## src/rtl/nibble_serial_adder_if.sv

```systemverilog
// Request/result bundle for nibble_serial_adder.
// Optional macro NIBBLE_SERIAL_ADDER_OVF_EN adds the signed-overflow flag ovf.
interface nibble_serial_adder_if #(
  parameter int unsigned NIBBLES = 4
);
  logic                   start;
  logic                   sub;
  logic [4*NIBBLES-1:0]   a;
  logic [4*NIBBLES-1:0]   b;
  logic                   cin;
  logic                   busy;
  logic                   done;
  logic [4*NIBBLES-1:0]   sum;
  logic                   cout;
`ifdef NIBBLE_SERIAL_ADDER_OVF_EN
  logic                   ovf;

  modport master (output start, sub, a, b, cin, input busy, done, sum, cout, ovf);
  modport slave  (input start, sub, a, b, cin, output busy, done, sum, cout, ovf);
`else
  modport master (output start, sub, a, b, cin, input busy, done, sum, cout);
  modport slave  (input start, sub, a, b, cin, output busy, done, sum, cout);
`endif
endinterface

```

## src/rtl/nibble_serial_adder.sv

```systemverilog
// Digit-serial wide adder/subtractor driving an external combinational 4-bit adder stage.
// One nibble per cycle, carry chained through a register.
// Optional macro NIBBLE_SERIAL_ADDER_OVF_EN adds the held signed-overflow flag ovf.
module nibble_serial_adder #(
  parameter int unsigned NIBBLES = 4
) (
  input  logic                    clk,
  input  logic                    resetn,
  nibble_serial_adder_if.slave    bus,
  output logic [3:0]              add_x,
  output logic [3:0]              add_y,
  output logic                    add_cin,
  input  logic [3:0]              add_s,
  input  logic                    add_cout
);

  localparam int unsigned IdxW = (NIBBLES > 1) ? $clog2(NIBBLES) : 1;
  localparam logic [IdxW-1:0] LastIdx = IdxW'(NIBBLES - 1);

  typedef enum logic [1:0] {StIdle, StRun, StDone} state_e;

  state_e                   state_q, state_d;
  logic [IdxW-1:0]          idx_q, idx_d;
  logic [NIBBLES-1:0][3:0]  opa_q, opa_d;
  logic [NIBBLES-1:0][3:0]  opb_q, opb_d;
  logic [NIBBLES-1:0][3:0]  sum_q, sum_d;
  logic                     carry_q, carry_d;
  logic                     cout_q, cout_d;
`ifdef NIBBLE_SERIAL_ADDER_OVF_EN
  logic                     ovf_q, ovf_d;
`endif

  // Next-state, datapath update and adder-stage drive.
  always_comb begin
    state_d = state_q;
    idx_d   = idx_q;
    opa_d   = opa_q;
    opb_d   = opb_q;
    sum_d   = sum_q;
    carry_d = carry_q;
    cout_d  = cout_q;
`ifdef NIBBLE_SERIAL_ADDER_OVF_EN
    ovf_d   = ovf_q;
`endif
    add_x   = 4'h0;
    add_y   = 4'h0;
    add_cin = 1'b0;

    unique case (state_q)
      StIdle: begin
        if (bus.start) begin
          // Subtraction is A + ~B + 1; result registers keep the previous value.
          opa_d   = bus.a;
          opb_d   = bus.sub ? ~bus.b : bus.b;
          carry_d = bus.sub ? 1'b1 : bus.cin;
          idx_d   = '0;
          state_d = StRun;
        end
      end
      StRun: begin
        add_x        = opa_q[idx_q];
        add_y        = opb_q[idx_q];
        add_cin      = carry_q;
        sum_d[idx_q] = add_s;
        carry_d      = add_cout;
        idx_d        = idx_q + IdxW'(1);
        if (idx_q == LastIdx) begin
          cout_d  = add_cout;
`ifdef NIBBLE_SERIAL_ADDER_OVF_EN
          ovf_d   = (opa_q[idx_q][3] == opb_q[idx_q][3]) && (add_s[3] != opa_q[idx_q][3]);
`endif
          idx_d   = '0;
          state_d = StDone;
        end
      end
      StDone: begin
        state_d = StIdle;
      end
      default: begin
        state_d = StIdle;
      end
    endcase
  end

  // State and datapath registers; reset aborts any operation and clears results.
  always_ff @(posedge clk or negedge resetn) begin
    if (!resetn) begin
      state_q <= StIdle;
      idx_q   <= '0;
      opa_q   <= '0;
      opb_q   <= '0;
      sum_q   <= '0;
      carry_q <= 1'b0;
      cout_q  <= 1'b0;
`ifdef NIBBLE_SERIAL_ADDER_OVF_EN
      ovf_q   <= 1'b0;
`endif
    end else begin
      state_q <= state_d;
      idx_q   <= idx_d;
      opa_q   <= opa_d;
      opb_q   <= opb_d;
      sum_q   <= sum_d;
      carry_q <= carry_d;
      cout_q  <= cout_d;
`ifdef NIBBLE_SERIAL_ADDER_OVF_EN
      ovf_q   <= ovf_d;
`endif
    end
  end

  assign bus.busy = (state_q == StRun);
  assign bus.done = (state_q == StDone);
  assign bus.sum  = sum_q;
  assign bus.cout = cout_q;
`ifdef NIBBLE_SERIAL_ADDER_OVF_EN
  assign bus.ovf  = ovf_q;
`endif

endmodule

```

## src/flat_wrapper.sv

```systemverilog
// flat-port wrapper written by rule: the top's interface ports become plain ports
module nibble_serial_adder_flat 
#(
  parameter int unsigned NIBBLES = 4
)
  (clk, resetn, add_x, add_y, add_cin, add_s, add_cout, bus_start, bus_sub, bus_a, bus_b, bus_cin, bus_busy, bus_done, bus_sum, bus_cout);
  nibble_serial_adder_if #(.NIBBLES(NIBBLES)) bus_i ();
  input  logic clk;
  input  logic resetn;
  output logic [3:0] add_x;
  output logic [3:0] add_y;
  output logic add_cin;
  input  logic [3:0] add_s;
  input  logic add_cout;
  input wire logic [$bits(bus_i.start)-1:0] bus_start;
  input wire logic [$bits(bus_i.sub)-1:0] bus_sub;
  input wire logic [$bits(bus_i.a)-1:0] bus_a;
  input wire logic [$bits(bus_i.b)-1:0] bus_b;
  input wire logic [$bits(bus_i.cin)-1:0] bus_cin;
  output wire logic [$bits(bus_i.busy)-1:0] bus_busy;
  output wire logic [$bits(bus_i.done)-1:0] bus_done;
  output wire logic [$bits(bus_i.sum)-1:0] bus_sum;
  output wire logic [$bits(bus_i.cout)-1:0] bus_cout;
  assign bus_i.start = bus_start;
  assign bus_i.sub = bus_sub;
  assign bus_i.a = bus_a;
  assign bus_i.b = bus_b;
  assign bus_i.cin = bus_cin;
  assign bus_busy = bus_i.busy;
  assign bus_done = bus_i.done;
  assign bus_sum = bus_i.sum;
  assign bus_cout = bus_i.cout;
  nibble_serial_adder #(.NIBBLES(NIBBLES)) u_core (.clk(clk), .resetn(resetn), .bus(bus_i), .add_x(add_x), .add_y(add_y), .add_cin(add_cin), .add_s(add_s), .add_cout(add_cout));
endmodule
```

## config.mk

```make
export PLATFORM = sky130hd
export DESIGN_NAME = nibble_serial_adder_flat
export DESIGN_NICKNAME = d
export VERILOG_FILES = /design/src/rtl/nibble_serial_adder_if.sv /design/src/rtl/nibble_serial_adder.sv /design/src/flat_wrapper.sv
export SDC_FILE = /design/constraint.sdc
export NUM_CORES = 1
export LEC_CHECK = 0
export CAP_MARGIN = 30
export CORE_UTILIZATION = 52
export CTS_BUF_LIST = sky130_fd_sc_hd__clkbuf_4 sky130_fd_sc_hd__clkbuf_8 sky130_fd_sc_hd__clkbuf_16
export DETAILED_ROUTE_END_ITERATION = 7
export GPL_ROUTABILITY_DRIVEN = 0
export GPL_TIMING_DRIVEN = 0
export HOLD_SLACK_MARGIN = 0.15
export MAX_ROUTING_LAYER = met4
export PLACE_DENSITY = 0.85
export SETUP_SLACK_MARGIN = 0.4
export SLEW_MARGIN = 10
export SYNTH_ARGS = -nofsm -noshare
export SYNTH_HDL_FRONTEND = slang
export SYNTH_SLANG_ARGS = --single-unit
```

## constraint.sdc

```tcl
create_clock -name clk -period 2.6 [get_ports clk]
set_input_delay 0.52 -clock clk [delete_from_list [all_inputs] [get_ports clk]]
set_output_delay 0.52 -clock clk [all_outputs]
set_load 0.01 [all_outputs]
```

==> summary.txt <==
Route
  – TritonRoute pass-1 iters: 4
  – Drt wl/cell: 15.87 µm
  – Vias per cell: 5.123
  – Total wire length: 5.142 mm
  – Final ANT Viol Nets: 0
  – Initial DRC count: 97
  – Vias: 1,660
  – Drt drc: 0

Critical path
  – Worst EP required: 2.08 ns
  – R2r setup slk: 0.82 ns
  – CP arrival: 1.71 ns
  – FF-to-FF path depth: 8
  – Crit start category: flip-flop
  – WS Path Type: reg -> out
  – Top fanout value on the critical path: 6
  – Crit Reg-Reg Startpoint: u_core.idx_q[0]
  – RR Endpoint: u_core.bus.sum[3]
  – CP Capture Type: primary output

CTS
  – Maximum clock path buffer count: 2
  – Clk_lat worst skew: 0.30 ns
  – CTS root buf: clkbuf_8
  – Num CTS Buffers: 5
  – CTS Hold Buffers Added: 0
  – Worst-path clk slew: 0.09 ns
  – Clk sink count: 54
  – TritonCTS clock tree: yes
  – CTS H-tree depth: 2

Layout
  – Synth-to-layout area growth: 38.68%
  – Final core occ: 74.83%
  – Final non-filler cell total: 324
  – Final instance area: 3535 µm²
  – Diode count: 0
  – Share of cells above drive strength 1: 38.91%
  – Nets: 302
  – # fillers: 321

Power
  – Pwr Density: 1182 nW/µm²
  – Overall Power: 4.178 mW
  – Pleak: 1.522 nW
  – Maximum vdd drop: 0.7322 mV

Status
  – Outcome: complete, no violations

Min path
  – Worst Hold Class: in -> async

Floorplanning
  – Die Width: 72.01 µm
  – Initial Util: 53.96%
  – Die outline area: 5185 µm²
  – FP Rows: 25
  – I/O pin count: 70
  – Core area: 4723 µm²
  – Die Height: 72.01 µm

Timing
  – Final setup fails: 0
  – Rel. slew slack: 58.77%
  – Worst slew pin tran: 0.6185 ns
  – Hold WS: 0.2218 ns
  – Tcrit/Tclk final: 85.67%
  – Fmax: 448.9 MHz
  – Tmin final: 2.227 ns
  – Final WS setup: 0.3726 ns
  – Fin. max-slew vios: 0
  – Setup total negative slack: 0 ns
  – Final Hold Vio Count: 0
  – Final Skew: 0.005206 ns
  – RSZ-0062 raised after global routing: yes

Placed design
  – Dpl cells: 306
  – Placement-stage cell area: 3328 µm²
  – Final HPWL DP: 3.540 mm
  – I/O Buffers: 68
  – Worst slack at placement: 0.1786 ns

Synth
  – Post-synth cell types: 23
  – Mapped Area: 2549 µm²
  – Avg Cell Area, Syn: 14.99 µm²
  – Yosys warning count: 0
  – Post-synthesis register bit count: 54
  – Post-Syn Nets: 216
  – Register area share after synthesis: 53.02%
  – Gate Count Post-Synth: 170

Run
  – Max_cap viols: 0

Global route
  – Initial antenna violation count: 0
  – First-pass GRT wire length: 8.224 mm
  – Grt total ovfl: 0
  – Vias in the first global route: 1,663
  – Total GRT Usage: 22.10%
  – Largest net degree at the start of global routing: 30
where the power goes:
group          internal [mW]  total [mW]  switching, mW
combinational           1.34        2.13          0.792
sequential              1.27        1.48          0.206
clock                  0.309       0.570          0.261
total                   2.92        4.18           1.26
synth_stat cells:
| cell type | n | area share (%) |
|---|---|---|
| a21o_1 | 2 | 0.59 |
| a221o_1 | 1 | 0.39 |
| and2_1 | 9 | 2.2 |
| and2b_1 | 1 | 0.29 |
| and3b_1 | 1 | 0.34 |
| buf_2 | 5 | 0.98 |
| buf_4 | 1 | 0.29 |
| buf_6 | 3 | 1.3 |
| clkbuf_1 | 1 | 0.15 |
| dfrtp_1 | 54 | 53 |
| ha_1 | 4 | 2.0 |
| inv_1 | 4 | 0.59 |
| mux2_1 | 2 | 0.88 |
| mux2_2 | 47 | 21 |
| mux4_2 | 8 | 7.1 |
| nand3b_1 | 5 | 1.5 |
| nor2b_1 | 1 | 0.25 |
| nor3b_4 | 1 | 0.74 |
| nor4b_1 | 1 | 0.34 |
| o21bai_1 | 1 | 0.29 |
| o31ai_1 | 1 | 0.29 |
| or2_2 | 1 | 0.25 |
| xor2_1 | 16 | 5.5 |
per-layer routing:
layer	vias up	part of all wire [%]	track usage [%]
met5	-	0	-
met4	0	2.2	8.715
li1	769	-	-
met3	11	3.0	4.028
met2	39	50	34.28
met1	841	45	29.22
area by class of cell:
| cell class | count | area (µm²) | share of cell area [%] |
|---|---|---|---|
| timing repair buffer | 79 | 750.7 | 21.24 |
| buffer | 10 | 97.59 | 2.761 |
| clock inverter | 1 | 30.03 | 0.8496 |
| sequential | 54 | 1353 | 38.27 |
| clock buffer | 7 | 83.83 | 2.372 |
| multi-input combinational | 102 | 1121 | 31.72 |
| tap | 67 | 83.83 | 2.372 |
| inverter | 4 | 15.01 | 0.4248 |
how the worst max path moves through the flow:
stage / start / end / slack, ns / cells past startpoint
floorplan: u_core.idx_q[0] / add_x[0] / 0.80 / 3
global placement: resetn / u_core.bus.sum[13] / -0.63 / 1
detailed placement: u_core.idx_q[1] / add_y[1] / 0.18 / 4
CTS: u_core.idx_q[0] / add_x[3] / 0.32 / 4
global route: u_core.idx_q[0] / add_y[0] / 0.31 / 5
finish: u_core.idx_q[0] / add_y[0] / 0.37 / 5
what timing repair did:
item / 4_1_cts / 5_1_grt
buffers inserted: 5 / 4
resized for setup: 37 / 13
pin swaps: 0 / 2
setup endpoints to repair: 10 / 8
cloned: 0 / 1
worst max-delay path: stages, from the launching register on:
cell and delay [ns]:
dfrtp_2 0.40, buf_12 0.13, buf_6 0.10, mux4_2 0.48, and2_4 0.17, buf_2 0.13
cell families after synthesis:
logic type / share of synthesized area, %
muxes: 28.72
DFF: 53.02
and+or+nand+nor: 5.892
xor gates and xnor gates: 5.498
buffers and inverters: 3.338
AOI/OAI and AO/OA: 1.571
adders and majority gates: 1.964
flip-flops by register name (all words and copies together) (netlist names):
name,cells
u_core.carry_q,1
u_core.state_q,2
u_core.bus.sum,16
u_core.opa_q,16
u_core.bus.cout,1
u_core.opb_q,16
u_core.idx_q,2
cells in the final DEF (no fill, tap or decap), drive strengths merged:
master | netlist | layout
nand3b | 5 | 5
inv | 4 | 4
mux2 | 49 | 49
dlygate4sd2 | 0 | 1
o31ai | 1 | 1
buf | 9 | 25
and2 | 9 | 9
nor3b | 1 | 1
mux4 | 8 | 8
ha | 4 | 4
nor4b | 1 | 1
clkdlybuf4s15 | 0 | 2
dfrtp | 54 | 54
xor2 | 16 | 16
or2 | 1 | 1
clkdlybuf4s50 | 0 | 57
a221o | 1 | 1
nor2b | 1 | 1
a21o | 2 | 2
bufinv | 0 | 1
and3b | 1 | 1
clkbuf | 1 | 11
o21bai | 1 | 1
and2b | 1 | 1
(Power assumes the default switching activity.)
